## src/rtl/poly_note_gen.sv

```systemverilog
// Polyphonic square-wave note generator: CH independent voices with
// per-voice divider, sustain length, halving-decay release and stereo pan.
module poly_note_gen #(
  parameter int CH       = 4,
  parameter int DIV_W    = 22,
  parameter int AMP_W    = 15,
  parameter int LEN_W    = 16,
  parameter int TICK_DIV = 100000,
  localparam int CH_W    = (CH > 1) ? $clog2(CH) : 1
) (
  input  logic               clk,
  input  logic               rst_n,
  input  logic               ld_valid,
  input  logic [CH_W-1:0]    ld_ch,
  input  logic [DIV_W-1:0]   ld_div,
  input  logic [AMP_W-1:0]   ld_amp,
  input  logic [LEN_W-1:0]   ld_len,
  input  logic [1:0]         ld_pan,
  input  logic [CH-1:0]      stop,
  output logic [CH-1:0]      busy,
  output logic signed [15:0] audio_left,
  output logic signed [15:0] audio_right
);

  localparam int PS_W  = $clog2(TICK_DIV);
  localparam int MIX_W = AMP_W + 1 + $clog2(CH) + 1;
  localparam int EXT_W = (MIX_W > 17) ? MIX_W : 17;
  localparam logic signed [EXT_W-1:0] SAT_MAX = 32767;
  localparam logic signed [EXT_W-1:0] SAT_MIN = -32768;

  typedef enum logic [1:0] {IDLE = 2'd0, PLAY = 2'd1, DECAY = 2'd2} vstate_t;

  logic [PS_W-1:0]  pre_cnt;
  logic             tick;

  vstate_t          state_q [CH];
  vstate_t          state_d [CH];
  logic [DIV_W-1:0] cnt_q   [CH];
  logic [DIV_W-1:0] cnt_d   [CH];
  logic [DIV_W-1:0] div_q   [CH];
  logic [DIV_W-1:0] div_d   [CH];
  logic             phase_q [CH];
  logic             phase_d [CH];
  logic [AMP_W-1:0] amp_q   [CH];
  logic [AMP_W-1:0] amp_d   [CH];
  logic [LEN_W-1:0] len_q   [CH];
  logic [LEN_W-1:0] len_d   [CH];
  logic [1:0]       pan_q   [CH];
  logic [1:0]       pan_d   [CH];

  logic signed [MIX_W-1:0] mix_l_p0;
  logic signed [MIX_W-1:0] mix_r_p0;

  function automatic logic signed [AMP_W:0] voice_val(input logic ph,
                                                      input logic [AMP_W-1:0] a);
    logic signed [AMP_W:0] m;
    m = $signed({1'b0, a});
    return ph ? m : -m;
  endfunction

  function automatic logic signed [15:0] sat16(input logic signed [MIX_W-1:0] x);
    logic signed [EXT_W-1:0] e;
    e = EXT_W'(x);
    if (e > SAT_MAX)      return 16'sh7fff;
    else if (e < SAT_MIN) return -16'sh8000;
    else                  return e[15:0];
  endfunction

  assign tick = (pre_cnt == PS_W'(TICK_DIV - 1));

  always_comb begin
    for (int i = 0; i < CH; i++) begin
      busy[i] = (state_q[i] != IDLE);
    end
  end

  // Voice next-state: a load overrides stop and tick events on the same voice
  always_comb begin
    for (int i = 0; i < CH; i++) begin
      state_d[i] = state_q[i];
      cnt_d[i]   = cnt_q[i];
      div_d[i]   = div_q[i];
      phase_d[i] = phase_q[i];
      amp_d[i]   = amp_q[i];
      len_d[i]   = len_q[i];
      pan_d[i]   = pan_q[i];
      if (ld_valid && (ld_ch == CH_W'(i))) begin
        state_d[i] = (ld_len == '0) ? DECAY : PLAY;
        cnt_d[i]   = '0;
        div_d[i]   = ld_div;
        phase_d[i] = 1'b0;
        amp_d[i]   = ld_amp;
        len_d[i]   = ld_len;
        pan_d[i]   = ld_pan;
      end else if (state_q[i] != IDLE) begin
        if (cnt_q[i] == div_q[i]) begin
          cnt_d[i]   = '0;
          phase_d[i] = ~phase_q[i];
        end else begin
          cnt_d[i] = cnt_q[i] + DIV_W'(1);
        end
        if (state_q[i] == PLAY) begin
          if (tick) len_d[i] = len_q[i] - LEN_W'(1);
          if (stop[i] || (tick && (len_q[i] == LEN_W'(1)))) state_d[i] = DECAY;
        end else if (tick) begin
          amp_d[i] = amp_q[i] >> 1;
          if ((amp_q[i] >> 1) == '0) begin
            state_d[i] = IDLE;
            cnt_d[i]   = '0;
            phase_d[i] = 1'b0;
          end
        end
      end
    end
  end

  // Stage p0: combinational mix of the current voice registers
  always_comb begin
    mix_l_p0 = '0;
    mix_r_p0 = '0;
    for (int i = 0; i < CH; i++) begin
      if (state_q[i] != IDLE) begin
        if (pan_q[i][0]) mix_l_p0 = mix_l_p0 + MIX_W'(voice_val(phase_q[i], amp_q[i]));
        if (pan_q[i][1]) mix_r_p0 = mix_r_p0 + MIX_W'(voice_val(phase_q[i], amp_q[i]));
      end
    end
  end

  // Stage p1: saturated mix registered onto the outputs
  always_ff @(posedge clk or negedge rst_n) begin
    if (!rst_n) begin
      pre_cnt     <= '0;
      audio_left  <= '0;
      audio_right <= '0;
      for (int i = 0; i < CH; i++) begin
        state_q[i] <= IDLE;
        cnt_q[i]   <= '0;
        div_q[i]   <= '0;
        phase_q[i] <= 1'b0;
        amp_q[i]   <= '0;
        len_q[i]   <= '0;
        pan_q[i]   <= '0;
      end
    end else begin
      pre_cnt     <= tick ? '0 : pre_cnt + PS_W'(1);
      audio_left  <= sat16(mix_l_p0);
      audio_right <= sat16(mix_r_p0);
      for (int i = 0; i < CH; i++) begin
        state_q[i] <= state_d[i];
        cnt_q[i]   <= cnt_d[i];
        div_q[i]   <= div_d[i];
        phase_q[i] <= phase_d[i];
        amp_q[i]   <= amp_d[i];
        len_q[i]   <= len_d[i];
        pan_q[i]   <= pan_d[i];
      end
    end
  end

endmodule
```

## config.mk

```make
export PLATFORM = sky130hd
export DESIGN_NAME = poly_note_gen
export DESIGN_NICKNAME = d
export VERILOG_FILES = /design/src/rtl/poly_note_gen.sv
export SDC_FILE = /design/constraint.sdc
export NUM_CORES = 1
export LEC_CHECK = 0
export ABC_AREA = 1
export BUFFER_PORTS_ARGS = -buffer_cell sky130_fd_sc_hd__buf_2
export CAP_MARGIN = 0
export CORE_MARGIN = 5
export CORE_UTILIZATION = 45
export DETAILED_ROUTE_END_ITERATION = 6
export GPL_ROUTABILITY_DRIVEN = 0
export SETUP_SLACK_MARGIN = 0.1
export SYNTH_ARGS = -nofsm -noshare
export SYNTH_HDL_FRONTEND = slang
export SYNTH_SLANG_ARGS = --single-unit
```

## constraint.sdc

```tcl
create_clock -name clk -period 16.9 [get_ports clk]
set_input_delay 1.69 -clock clk [delete_from_list [all_inputs] [get_ports clk]]
set_output_delay 1.69 -clock clk [all_outputs]
set_load 0.1 [all_outputs]
```

==> flow_summary.toml, run 1 <==
[clock_tree]
cts_resized = 0
cts_buffers = 45
htreeDepth = 2
postCtsSetupBuffers = 0
path_clk_slew_ns = 0.06
clock_sinks = 369
cts_tree = "built"
cts_hold_buf = 0
worstSkewPairLatency_ns = 0.61
root_buffer = "clkbuf_16"
cts_max_path_buffers = 3

[worst_setup_path]
cp_num_buf_inv = 4
worst_path_max_delay_cell = "o21ai_0"
crit_family = "simple AND/OR/NAND/NOR gates"
end_kind = "register"
cpPeakStageDelay_ns = 0.43
critPathRequiredTime_ns = 17.36
cp_common_cell = "nand2_1"
critPathKind = "reg2reg"
worst-path-max-fanout = 15
cp.arrival_ns = 7.81
worst_setup_path_start_kind = "register"

[job]
cap_violations = 0

[pwr]
vdd_drop_max_mv = 0.180
p_per_area_nw_per_um2 = 192
leakage_nw = 14.0
p_total_mw = 5.61

[final_layout]
seqCellArea_um2 = 9230
fin_cells = 4529
drive_above_1_share_pct = 8.16
final_cell_mix = "787 x nand2_1, 514 x inv_1, 369 x dfrtp_1"
layout_commonest_cell = "nand2_1"
multi_input_comb_area_um2 = 14800
layout.nets = 3913
syn_to_final_growth_pct = 10.9
fin_area_um2 = 29300
fill_cells = 5893

[status]
violations = "design-rule violations"
status = "finished, violations left"

[logic_synthesis]
synth_ff_type = "dfrtp_1"
synth_edf_count = 0
yosysSeqAreaShare_pct = 35.0
synthesis.area_um2 = 26400
synth_nets = 3844
yosysUniqueCellTypes = 62
syn_avg_cell_area_um2 = 7.22
synth-seq-cells = 369
syn_inst = 3659
ys_warn_count = 0
async_flop_share_pct = 100

[route]
dr_total_vias = 24600
wire_per_inst_um = 18.0
first_iter_violations = 2095
first_pass_iters = 7
drtAntennaViolNets = 0
post-route-drc-count = 1
viasPerCell = 5.44
wl_mm = 81.5

[placed_design]
pre_cts_ws_ns = 9.64
port_buffers = 99
post-place-cells = 4446
dp_hpwl_mm = 61.6
placed_area_um2 = 27700

[global_routing]
grt_pass1_vias = 23000
globalRoute.totalOverflow = 0
antenna_found_initial = 1
grt_max_degree = 110
grt_pass1_wl_mm = 128
grt_usage_pct = 25.1

[sta]
slew_headroom_pct = 26.4
tightestPinTransition_ns = 1.10
tns_ns = 0
fmax_ghz = 0.136
setup_slack_ns = 9.55
finalSetupViolCount = 0
final.period_utilization_pct = 43.5
slew_violations = 0
rsz0062_at_grt = "false"
hold_violations = 0
clock_skew_ns = 0.0286
min_period_ns = 7.35

[floorplanning]
fp-row-count = 88
die-width_um = 252
die_height_um = 252
initial_utilization_pct = 45.6
ios = 100
core_um2 = 57900
die-area_um2 = 63600

[hold_path]
min_path_type = "reg2reg"
state kept, by name, summed over array words and instances, names as in the netlist:
name / cells
amp_q: 60
audio_left: 16
audio_right: 16
cnt_q: 88
div_q: 88
len_q: 64
pan_q: 8
phase_q: 4
pre_cnt: 17
state_q: 8
layer usage:
metal | track usage (%) | wire length [um] | share of wire [%] | vias to the layer above
li1 | - | - | - | 12300
met1 | 34.9 | 36900 | 45 | 11600
met2 | 41.5 | 37700 | 46 | 679
met3 | 3.69 | 4780 | 5.9 | 115
met4 | 6.34 | 2050 | 2.5 | 0
met5 | 0 | 0 | 0 | -
power by group:
| group | internal, mW | switching (mW) | leakage, nW |
|---|---|---|---|
| Combinational | 1.06 | 2.26 | 8.52 |
| Clock | 0.642 | 0.420 | 0.807 |
| Sequential | 1.07 | 0.156 | 4.65 |
final cells by class:
type / instances / share of cell area (%)
timing repair buffer: 120 / 2.26
antenna: 1 / 0.00854
tap: 765 / 3.27
multi-input combinational: 2661 / 50.6
clock buffer: 61 / 4.49
sequential: 369 / 31.5
inverter: 531 / 6.81
clock inverter: 21 / 1.07
path summary, 6_finish.rpt:
check,cells after the start,start,slack (ns),end
setup / recovery,38,state_q[7],9.55,audio_right[1]
hold / removal,1,pre_cnt[0],0.46,pre_cnt[0]
setup reg to reg,38,state_q[7],9.55,audio_right[1]
hold reg to reg,1,pre_cnt[0],0.46,pre_cnt[0]
max in group asynchronous,3,rst_n,13.50,audio_right[15]
min in group asynchronous,1,rst_n,1.15,len_q[37]
cell families after synthesis:
kind of cell,Yosys count,synth area share [%]
AO/OA/AOI/OAI,762,16.8
XOR/XNOR,228,7.59
adder cells (fa/ha/maj),121,5.90
buffers and inverters,629,9.13
flip-flops,369,35.0
multiplexers,3,0.114
AND/OR/NAND/NOR,1547,25.4
stage by stage:
stage	hold WS [ns]	utilization (%)
floorplan	0.433	-
global placement	0.453	47.7
detailed placement	0.457	47.7
CTS	0.465	50.6
global route	0.492	50.6
finish	0.463	50.6
cell usage after synthesis, drive strengths merged, types with 25 or more instances:
cell type  instances  share of area, %
nand2            826                12
a21oi            175               3.3
a31oi             36              0.85
nor2             336               5.0
clkbuf            85               1.2
inv              522               7.4
o211ai            49               1.4
nor3              92               1.8
or2               25              0.59
o21ai            340               6.4
nand4             60               1.4
o22ai             29              0.69
xor2             170               5.7
ha               115               5.4
nand3            151               3.1
dfrtp            369                35
nor4              33              0.78
xnor2             58               1.9
o221ai            50               1.7
Power figures use the tool's default switching activity.
==> run 2: changes to the inputs <==
==> constraint.sdc (replaced) <==
create_clock -name clk -period 6.6 [get_ports clk]
set_input_delay 0.66 -clock clk [delete_from_list [all_inputs] [get_ports clk]]
set_output_delay 0.66 -clock clk [all_outputs]
set_load 0.1 [all_outputs]
==> flow_summary.toml, run 2 (synthesized netlist as in run 1, its figures left out) <==
[worst_setup_path]
worst_setup_path_start_kind = "register"
worst-path-max-fanout = 15
critPathKind = "reg2reg"
path_depth = 44
rrSetupSlack_ns = 0.45
r2r-end = "audio_right[13]"
cp.arrival_ns = 6.61
r2r_cells = 44
end_kind = "register"
cpPeakStageDelay_ns = 0.36
cp_num_buf_inv = 8
critPathRequiredTime_ns = 7.06
regToRegStartpoint = "amp_q[45]"
crit_family = "simple AND/OR/NAND/NOR gates"
worst_path_max_delay_cell = "ha_1"
cp_common_cell = "nand2_1"

[global_routing]
grt_pass1_vias = 23400
antenna_found_initial = 0
grt_max_degree = 164
globalRoute.totalOverflow = 0
grt_usage_pct = 25.1
grt_pass1_wl_mm = 128

[pwr]
leakage_nw = 14.4
vdd_drop_max_mv = 0.505
p_total_mw = 15.5
p_per_area_nw_per_um2 = 508

[clock_tree]
cts_max_path_buffers = 3
root_buffer = "clkbuf_16"
cts_tree = "built"
htreeDepth = 2
worstSkewPairLatency_ns = 0.59
cts_buffers = 44
cts_hold_buf = 0
clock_sinks = 369
path_clk_slew_ns = 0.06

[route]
first_iter_violations = 1854
viasPerCell = 5.39
drtAntennaViolNets = 0
dr_total_vias = 24900
first_pass_iters = 6
wire_per_inst_um = 17.9
post-route-drc-count = 0
wl_mm = 82.4

[job]
cap_violations = 0

[placed_design]
placed_area_um2 = 28200
dp_hpwl_mm = 62.5
pre_cts_ws_ns = 0.0197
port_buffers = 99

[final_layout]
layout.nets = 4001
layout_commonest_cell = "nand2_1"
finish.utilization_pct = 52.7
syn_to_final_growth_pct = 15.6
drive_above_1_share_pct = 13.1
fin_area_um2 = 30500
final_cell_mix = "775 x nand2_1, 507 x inv_1, 369 x dfrtp_1"
top_regs = "cnt_q: 88 flops, div_q: 88 flops, len_q: 64 flops"

[sta]
slew_violations = 0
fmax_ghz = 0.163
final.period_utilization_pct = 93.1
tns_ns = 0
setup_slack_ns = 0.453
rsz0062_at_grt = "true"
tightestPinTransition_ns = 1.36
finalSetupViolCount = 0
min_period_ns = 6.15
slew_headroom_pct = 8.77
clock_skew_ns = 0.0218
hold_violations = 0

[floorplanning]
core_um2 = 57900
die-area_um2 = 63600
ios = 100
initial_utilization_pct = 45.6
die_height_um = 252
die-width_um = 252
fp-row-count = 88

[hold_path]
min_path_type = "in2async"

[status]
status = "completed"
==> run 2: layout make-up <==
class	count	area (um^2)
Multi-Input combinational cell	2663	15400
Fill cell	5799	27400
Clock inverter	19	285
Timing Repair Buffer	207	1350
Sequential cell	369	9230
Clock buffer	60	1260
Tap cell	765	957
Antenna cell	1	2.50
Inverter	531	2000
==> run 2: what timing repair did <==
action | CTS | global route
pin swaps | 2 | 33
gates cloned | 0 | 2
setup endpoints to repair | 17 | 32
hold endpoints to repair | 0 | 0
buffers inserted | 3 | 14
gates resized for setup | 5 | 160
==> run 2: worst register-to-register path, delay by kind of cell (launching register included) <==
family,cells,cell delay (ns)
compound gates,9,1.15
flops,1,0.32
mux,1,0.08
fa+ha+maj,3,0.92
xor+xnor,2,0.31
buf+inv,8,0.99
simple gates,21,2.25
==> run 2: how the worst max path moves through the flow <==
stage	from	endpoint	slack, ns
after global routing	amp_q[45]	audio_right[14]	-0.06
final	amp_q[45]	audio_right[13]	0.45
after CTS	amp_q[46]	audio_left[13]	0.11
after detailed placement	amp_q[46]	audio_left[7]	0.02
after global placement	amp_q[30]	audio_left[11]	0.1
after floorplan	state_q[7]	audio_left[10]	0.17
==> run 2: through the flow <==
stage,hold WS [ns],cells
after CTS,0.0444,4598
after floorplan,0.364,3659
final,0.0507,4615
after global placement,0.448,4516
after global routing,0.0905,4614
after detailed placement,0.473,4516
==> run 2: report_power, final <==
group / switching (mW) / internal (mW) / leakage [nW]
Sequential: 0.397 / 2.75 / 4.65
Combinational: 6.27 / 3.49 / 9.04
Clock: 1.05 / 1.55 / 0.746
Total: 7.72 / 7.78 / 14.4
==> run 2: per-layer routing <==
metal	vias up	share of wire, %	wire length (um)	track usage, %
met1	11700	45	37000	34.4
met2	658	46	38000	41.1
li1	12400	-	-	-
met5	-	0	0	0
met3	146	5.5	4560	3.57
met4	0	3.5	2900	8.39
